[src/rtl/reg_bus_master.sv]
// Register-bus initiator: takes one command per valid/ready handshake, runs the bus
// access (optionally read-back verified) and returns exactly one response per command.
module reg_bus_master #(
  parameter int ADDR_W  = 10,
  parameter int DATA_W  = 32,
  parameter int RD_WAIT = 0,
  parameter int CNT_W   = 16
) (
  input  logic              clk,
  input  logic              rst_n,
  input  logic              cmd_valid,
  output logic              cmd_ready,
  input  logic              cmd_write,
  input  logic              cmd_verify,
  input  logic [ADDR_W-1:0] cmd_addr,
  input  logic [DATA_W-1:0] cmd_wdata,
  output logic              rsp_valid,
  input  logic              rsp_ready,
  output logic [DATA_W-1:0] rsp_rdata,
  output logic              rsp_err,
  output logic              wr_en,
  output logic              rd_en,
  output logic [ADDR_W-1:0] addr,
  output logic [DATA_W-1:0] wdata,
  input  logic [DATA_W-1:0] rdata,
  output logic [CNT_W-1:0]  txn_count
);

  localparam int WAIT_W = (RD_WAIT > 0) ? $clog2(RD_WAIT + 1) : 1;
  localparam logic [WAIT_W-1:0] WAIT_LAST = WAIT_W'(RD_WAIT);

  typedef enum logic [1:0] {
    S_IDLE,
    S_WR,
    S_RD,
    S_RESP
  } state_e;

  state_e              state_q,     state_d;
  logic                cmd_ready_q, cmd_ready_d;
  logic                rsp_valid_q, rsp_valid_d;
  logic [DATA_W-1:0]   rsp_rdata_q, rsp_rdata_d;
  logic                rsp_err_q,   rsp_err_d;
  logic                wr_en_q,     wr_en_d;
  logic                rd_en_q,     rd_en_d;
  logic [ADDR_W-1:0]   addr_q,      addr_d;
  logic [DATA_W-1:0]   wdata_q,     wdata_d;
  logic [CNT_W-1:0]    txn_q,       txn_d;
  logic                verify_q,    verify_d;
  logic [WAIT_W-1:0]   wait_q,      wait_d;

  always_comb begin
    // NOTE: every _d starts as its _q so no path through the case leaves a
    // variable unassigned; that is what keeps this block free of latches.
    state_d     = state_q;
    cmd_ready_d = cmd_ready_q;
    rsp_valid_d = rsp_valid_q;
    rsp_rdata_d = rsp_rdata_q;
    rsp_err_d   = rsp_err_q;
    wr_en_d     = wr_en_q;
    rd_en_d     = rd_en_q;
    addr_d      = addr_q;
    wdata_d     = wdata_q;
    txn_d       = txn_q;
    verify_d    = verify_q;
    wait_d      = wait_q;

    unique case (state_q)
      S_IDLE: begin
        if (cmd_valid && cmd_ready_q) begin
          addr_d      = cmd_addr;
          wdata_d     = cmd_wdata;
          verify_d    = cmd_write && cmd_verify;
          cmd_ready_d = 1'b0;
          wait_d      = '0;
          if (cmd_addr[1:0] != 2'b00) begin
            // Misaligned: answer straight away without touching the bus.
            state_d     = S_RESP;
            rsp_valid_d = 1'b1;
            rsp_err_d   = 1'b1;
            rsp_rdata_d = '0;
          end else if (cmd_write) begin
            state_d = S_WR;
            wr_en_d = 1'b1;
          end else begin
            state_d = S_RD;
            rd_en_d = 1'b1;
          end
        end
      end

      S_WR: begin
        wr_en_d = 1'b0;
        if (verify_q) begin
          state_d = S_RD;
          rd_en_d = 1'b1;
          wait_d  = '0;
        end else begin
          state_d     = S_RESP;
          rsp_valid_d = 1'b1;
          rsp_rdata_d = '0;
          rsp_err_d   = 1'b0;
        end
      end

      S_RD: begin
        if (wait_q == WAIT_LAST) begin
          // Last rd_en cycle: the edge that ends it captures the slave's data.
          rd_en_d     = 1'b0;
          state_d     = S_RESP;
          rsp_valid_d = 1'b1;
          rsp_rdata_d = rdata;
          rsp_err_d   = verify_q && (rdata != wdata_q);
        end else begin
          wait_d = wait_q + 1'b1;
        end
      end

      S_RESP: begin
        if (rsp_ready) begin
          state_d     = S_IDLE;
          rsp_valid_d = 1'b0;
          cmd_ready_d = 1'b1;
          txn_d       = txn_q + 1'b1;
        end
      end

      default: begin
        state_d     = S_IDLE;
        cmd_ready_d = 1'b1;
        rsp_valid_d = 1'b0;
        wr_en_d     = 1'b0;
        rd_en_d     = 1'b0;
      end
    endcase
  end

  // NOTE: state is updated only with non-blocking assignments so every flop
  // samples the pre-edge values regardless of statement order.
  always_ff @(posedge clk or negedge rst_n) begin
    if (!rst_n) begin
      state_q     <= S_IDLE;
      cmd_ready_q <= 1'b1;
      rsp_valid_q <= 1'b0;
      rsp_rdata_q <= '0;
      rsp_err_q   <= 1'b0;
      wr_en_q     <= 1'b0;
      rd_en_q     <= 1'b0;
      addr_q      <= '0;
      wdata_q     <= '0;
      txn_q       <= '0;
      verify_q    <= 1'b0;
      wait_q      <= '0;
    end else begin
      state_q     <= state_d;
      cmd_ready_q <= cmd_ready_d;
      rsp_valid_q <= rsp_valid_d;
      rsp_rdata_q <= rsp_rdata_d;
      rsp_err_q   <= rsp_err_d;
      wr_en_q     <= wr_en_d;
      rd_en_q     <= rd_en_d;
      addr_q      <= addr_d;
      wdata_q     <= wdata_d;
      txn_q       <= txn_d;
      verify_q    <= verify_d;
      wait_q      <= wait_d;
    end
  end

  assign cmd_ready = cmd_ready_q;
  assign rsp_valid = rsp_valid_q;
  assign rsp_rdata = rsp_rdata_q;
  assign rsp_err   = rsp_err_q;
  assign wr_en     = wr_en_q;
  assign rd_en     = rd_en_q;
  assign addr      = addr_q;
  assign wdata     = wdata_q;
  assign txn_count = txn_q;

endmodule
[config.mk]
export PLATFORM = sky130hd
export DESIGN_NAME = reg_bus_master
export DESIGN_NICKNAME = d
export VERILOG_FILES = /design/src/rtl/reg_bus_master.sv
export SDC_FILE = /design/constraint.sdc
export NUM_CORES = 1
export LEC_CHECK = 0
export BUFFER_PORTS_ARGS = -buffer_cell sky130_fd_sc_hd__buf_4
export CAP_MARGIN = 25
export CORE_UTILIZATION = 35
export CTS_CLUSTER_DIAMETER = 60
export CTS_CLUSTER_SIZE = 24
export DETAILED_ROUTE_END_ITERATION = 8
export GPL_TIMING_DRIVEN = 0
export PLACE_DENSITY = 0.71
export SLEW_MARGIN = 20
export SYNTH_ARGS = -nofsm -noshare
export SYNTH_HDL_FRONTEND = slang
export SYNTH_SLANG_ARGS = --single-unit
[constraint.sdc]
create_clock -name clk -period 4.3 [get_ports clk]
set_input_delay 0.43 -clock clk [delete_from_list [all_inputs] [get_ports clk]]
set_output_delay 0.43 -clock clk [all_outputs]
set_load 0.05 [all_outputs]
==> results.cfg, run 1 <==
[sta]
finalSetupTns_ns = 0
rsz0062_at_grt = false
setup_viol = 0
post-route-min-period_ns = 2.01
period_share_pct = 46.8
finClkSkew_ns = 0.00659
tightest_slew_ns = 0.876
finalMaxSlewViolations = 0
finalWorstSetupSlack_ns = 2.29
hold_ws_ns = 0.191
maxSlewHeadroom_pct = 41.6
max_freq_mhz = 497
finalHoldViolCount = 0

[setup_path]
critPathMaxStageDelay_ns = 0.47
cp-end-kind = flip-flop
slowest_stage = clkbuf_1
crit_buf_inv = 2
reg2reg_to = rsp_rdata[28]
critPathLaunch = state_q[0]
crit_path_start_kind = flip-flop
crit_fanout = 10
cp-endpoint = rsp_rdata[28]
crit_chain = inv_1 -> ha_1 -> a21boi_2 -> a221oi_2 -> o21ai_1 -> clkbuf_1 -> o21ai_0
crit_family = compound AO/OA/AOI/OAI gates
worst-path-stages = 7
crit_required_ns = 4.50
path_class = flip-flop to flip-flop
worst_r2r_path_depth = 7
r2r-start = state_q[0]
arrival_ns = 2.21
r2r_slack_ns = 2.29

[yosys]
synth-seq-cells = 98
synth.top_cells.by_area = dfrtp_1 (56%), mux2_2 (11%), xnor2_1 (8.9%)
netlist_instances = 380
syn_nets = 465
synth-edff-count = 0
yosysTopAreaCell = dfrtp_1
synth_area_mm2 = 0.00434
synthFlopType = dfrtp_1
synth_cell_type_count = 36
synth_top_area_share_pct = 55.9
synth_seq_area_share_pct = 56.5
async_flop_share_pct = 100
yosysWarnings = 0
syn-mean-instance-area_um2 = 11.4

[min_path]
hp-class = primary input to asynchronous set/reset pin

[final_layout]
antenna_cells = 0
final_common_cell = buf_4
final_cell_mix = buf_4 (174), dfrtp_1 (97), nand2_1 (79)
layout-drive-gt1-share_pct = 43.7
area_growth_pct = 43.1
final_nets = 650

[clock_network]
clk_path_buf_depth = 2
clk_pin_slew_ns = 0.06
cts_setup_buffers = 0
cts_hold_buf = 0
clock_latency_ns = 0.35
ctsResizeCount = 0
cts-root-buf = clkbuf_16
cts_buffers = 9
cts_tree = yes
cts_sinks = 98
htreeDepth = 3

[floorplan]
core_mm2 = 0.0121
io_pins = 175
rows = 40
start_util_pct = 36.0
dieArea_mm2 = 0.0129
die_x_um = 113
die_height_um = 113

[place]
io_buffers = 174
place_hpwl_mm = 8.69
place_ws_ns = 2.30
gp_congestion = 0.840

[drt]
drt_first_pass_iters = 4
route.detailed.drc = 0
totalWireLength_mm = 11.6
drtIter0Drc = 115
wl_per_cell_um = 15.7
final_antenna_net_count = 0
vias_per_cell = 4.72
vias = 3485

[power_and_ir_drop]
sw_frac_of_total_pct = 19.7
seq_power_share_pct = 46.9
p_int_mw = 1.58
p_per_area_mw_per_mm2 = 316
leakage_nw = 3.09
worst_ir_drop_vdd_v = 0.000177
p_switching_uw = 387
clkPwrFrac_pct = 47.8
combPwrFrac_pct = 5.3

[run_status]
outcome = completed

[grt]
grt_pass1_vias = 3437
antenna_found_initial = 0
grt_pass1_wl_mm = 18.1
grt_max_degree = 99
grt.overflow.total = 0
track_usage_pct = 18.7

[run]
cap_violations = 0
## cell usage after synthesis (2+ instances only)
cell type and count:
dfrtp_1 97, nand2_1 79, xnor2_1 44, mux2_2 43, o21ai_0 34, nand4_1 10
nand3_1 8, clkbuf_1 7, nor2_1 7, inv_1 6, ha_1 5, o21ai_1 5
buf_2 4, buf_6 4, a21oi_1 3, xor2_1 3, nor4_1 2
## through the flow
stage / total power [mW] / instance area (um^2) / instances / utilization, %
after floorplan: 0.957 / 4340 / 380 / -
final: 1.97 / 6220 / 738 / 51.5
after CTS: 1.99 / 6220 / 738 / 51.5
after global placement: 1.04 / 5860 / 722 / 48.6
after detailed placement: 1.04 / 5860 / 722 / 48.6
after global routing: 2.04 / 6220 / 738 / 51.5
## layer usage
layer  GRT usage, %  vias up  wire, um
li1               -     1655         -
met1           23.8     1694      5050
met2           30.6      124      5720
met3           5.42       12       688
met4           6.49        0       149
met5              0        -         0
## power groups by stage
| stage | Clock [mW] | Sequential (mW) | Combinational (mW) |
|---|---|---|---|
| floorplan | 0 | 0.939 | 0.0173 |
| global placement | 0 | 0.939 | 0.104 |
| detailed placement | 0 | 0.939 | 0.106 |
| CTS | 0.967 | 0.921 | 0.106 |
| global route | 1.00 | 0.921 | 0.114 |
| finish | 0.940 | 0.922 | 0.104 |
## cell families after synthesis
| group | Yosys count | synth area share [%] |
|---|---|---|
| and+or+nand+nor | 114 | 11.8 |
| DFF | 98 | 56.5 |
| adders and majority gates | 5 | 1.44 |
| xor gates and xnor gates | 47 | 9.48 |
| muxes | 44 | 11.4 |
| AOI/OAI and AO/OA | 50 | 6.62 |
| buffers and inverters | 22 | 2.79 |
## flip-flops by register name (all words and copies together), names as in the netlist
register,cells
rsp_valid,1
cmd_ready,1
rd_en,1
wr_en,1
verify_q,1
rsp_rdata,32
txn_count,16
wdata,32
addr,10
rsp_err,1
state_q,2
## layout make-up
type / count / area, um^2
fill: 1070 / 5840
inverter: 6 / 22.5
multi-input combinational: 260 / 1770
buffer: 16 / 98.8
timing repair buffer: 174 / 1310
tap: 168 / 210
clock buffer: 11 / 253
clock inverter: 5 / 100
sequential: 98 / 2450
## worst min-delay path by stage
stage | start | endpoint | slack [ns] | depth (start not counted)
after floorplan | rst_n | addr[0] | 0.13 | 0
after global placement | rsp_rdata[4] | rsp_rdata[4] | 0.46 | 2
after detailed placement | rsp_rdata[29] | rsp_rdata[29] | 0.47 | 2
after CTS | rst_n | rsp_rdata[10] | 0.23 | 1
after global routing | rst_n | rsp_rdata[10] | 0.28 | 1
final | rst_n | rsp_rdata[10] | 0.19 | 1
(Power assumes the default switching activity.)
==> inputs of run 2 (changes only) <==
clock period = 2 ns   (was 4.3 ns; I/O delays follow)
==> run 2 against run 1 <==
Compared with the run above: the run now ends with negative hold slack left; sequential power increased by 110%; design area up 0.56%; register-to-register slack got worse by 2.2 ns; clock skew hardly changed; setup slack got worse by 2.2 ns; critical path depth fell by 2; critical endpoint is now rsp_err; flip-flop and latch count is the same; clock power rose by 110%; die area unchanged; largest cell class unchanged; global-route usage unchanged; clock-buffer cell count unchanged.
==> results.cfg, run 2 (synthesized netlist as in run 1, its figures left out) <==
[run_status]
outcome = finished, violations left
failed_checks = negative hold slack

[sta]
period_share_pct = 93.2
hold_ws_ns = -0.0370
finalHoldViolCount = 97
finalSetupTns_ns = 0
tightest_slew_ns = 0.879
finalMaxSlewViolations = 0
finClkSkew_ns = 0.00648
maxSlewHeadroom_pct = 41.4
rsz0062_at_grt = false
max_freq_mhz = 536
setup_viol = 0
post-route-min-period_ns = 1.86

[grt]
track_usage_pct = 18.7
antenna_found_initial = 0
grt.overflow.total = 0
grt_pass1_vias = 3437
grt_pass1_wl_mm = 18.1
grt_max_degree = 99

[final_layout]
antenna_cells = 0
final_common_cell = buf_4
area_growth_pct = 43.9
nFillCells = 1062
final_nets = 650
layout-drive-gt1-share_pct = 44.7
final_cell_mix = buf_4 (174), dfrtp_1 (97), nand2_1 (79)
finish.utilization_pct = 51.8

[setup_path]
crit_path_start_kind = flip-flop
cp-end-kind = flip-flop
path_class = flip-flop to flip-flop
slowest_stage = dfrtp_1
crit_buf_inv = 0
crit_fanout = 3
crit_required_ns = 2.23
critPathMaxStageDelay_ns = 0.40
reg2reg_to = rsp_err
r2r-start = wdata[12]
crit_chain = xnor2_1 -> nand4_1 -> nor4_1 -> a211oi_1 -> a211o_1
crit_family = simple AND/OR/NAND/NOR gates
r2r_slack_ns = 0.14
worst_r2r_path_depth = 5
arrival_ns = 2.10
critPathLaunch = wdata[12]

[floorplan]
start_util_pct = 36.0
io_pins = 175
dieArea_mm2 = 0.0129
die_height_um = 113
die_x_um = 113
core_mm2 = 0.0121
rows = 40

[drt]
vias = 3452
route.detailed.drc = 0
drt_first_pass_iters = 4
totalWireLength_mm = 11.6
wl_per_cell_um = 15.7
drtIter0Drc = 141
final_antenna_net_count = 0
vias_per_cell = 4.68

[clock_network]
cts_tree = yes
clock_latency_ns = 0.35
cts_sinks = 98
cts-root-buf = clkbuf_16
clk_path_buf_depth = 2
cts_buffers = 9
htreeDepth = 3
clk_pin_slew_ns = 0.06

[place]
gp_congestion = 0.840
io_buffers = 174
place_hpwl_mm = 8.69

[power_and_ir_drop]
leakage_nw = 3.10
p_per_area_mw_per_mm2 = 676
worst_ir_drop_vdd_v = 0.000381

[run]
cap_violations = 0

[min_path]
hp-class = primary input to asynchronous set/reset pin
==> run 2: cell counts in the layout (fill, tap and decap cells not counted) <==
No cell type changed its count.
==> run 2: repair_timing <==
action	CTS	global route
cloned	0	0
setup buffers	0	0
hold buffers	0	0
endpoints found under the setup margin	16	70
gates resized for setup	2	13
==> run 2: worst max-delay path by stage <==
stage	end	slack, ns	depth (start not counted)
2_1_floorplan	txn_count[13]	0.19	5
3_3_place_gp	wdata[22]	0.06	6
4_1_cts	wdata[14]	-0.008	6
3_5_place_dp	rsp_rdata[28]	-0.005	7
5_1_grt	rsp_rdata[27]	0.01	6
6_report	rsp_err	0.14	5
==> run 2: area by class of cell <==
cell class	count	area (um^2)	area share, %
clock inverters	5	100	1.60
multi-input cells	260	1790	28.7
clock buffers	11	253	4.04
plain buffers	16	111	1.78
flip-flops and latches	98	2450	39.2
well taps	168	210	3.36
repair buffers	174	1310	21.0
inverters	6	22.5	0.360
==> run 2: power by group <==
group	total [mW]	switching (mW)	internal, mW
Sequential	1.98	0	1.98
Clock	2.02	0.736	1.29
Combinational	0.223	0.0988	0.124
==> run 2: per-layer routing <==
layer	global-route usage [%]	wire (um)
met2	30.6	5700
met3	5.42	724
met1	23.8	5010
met5	0	0
met4	6.49	149
==> run 2: metrics by stage <==
stage	instance area [um^2]	cells	power, mW	setup WS (ns)
finish	6250	738	4.23	0.135
global placement	5860	722	2.24	0.0556
detailed placement	5860	722	2.25	-0.00482
global route	6250	738	4.38	0.0102
floorplan	4340	380	2.06	0.194
CTS	6220	738	4.29	-0.00778
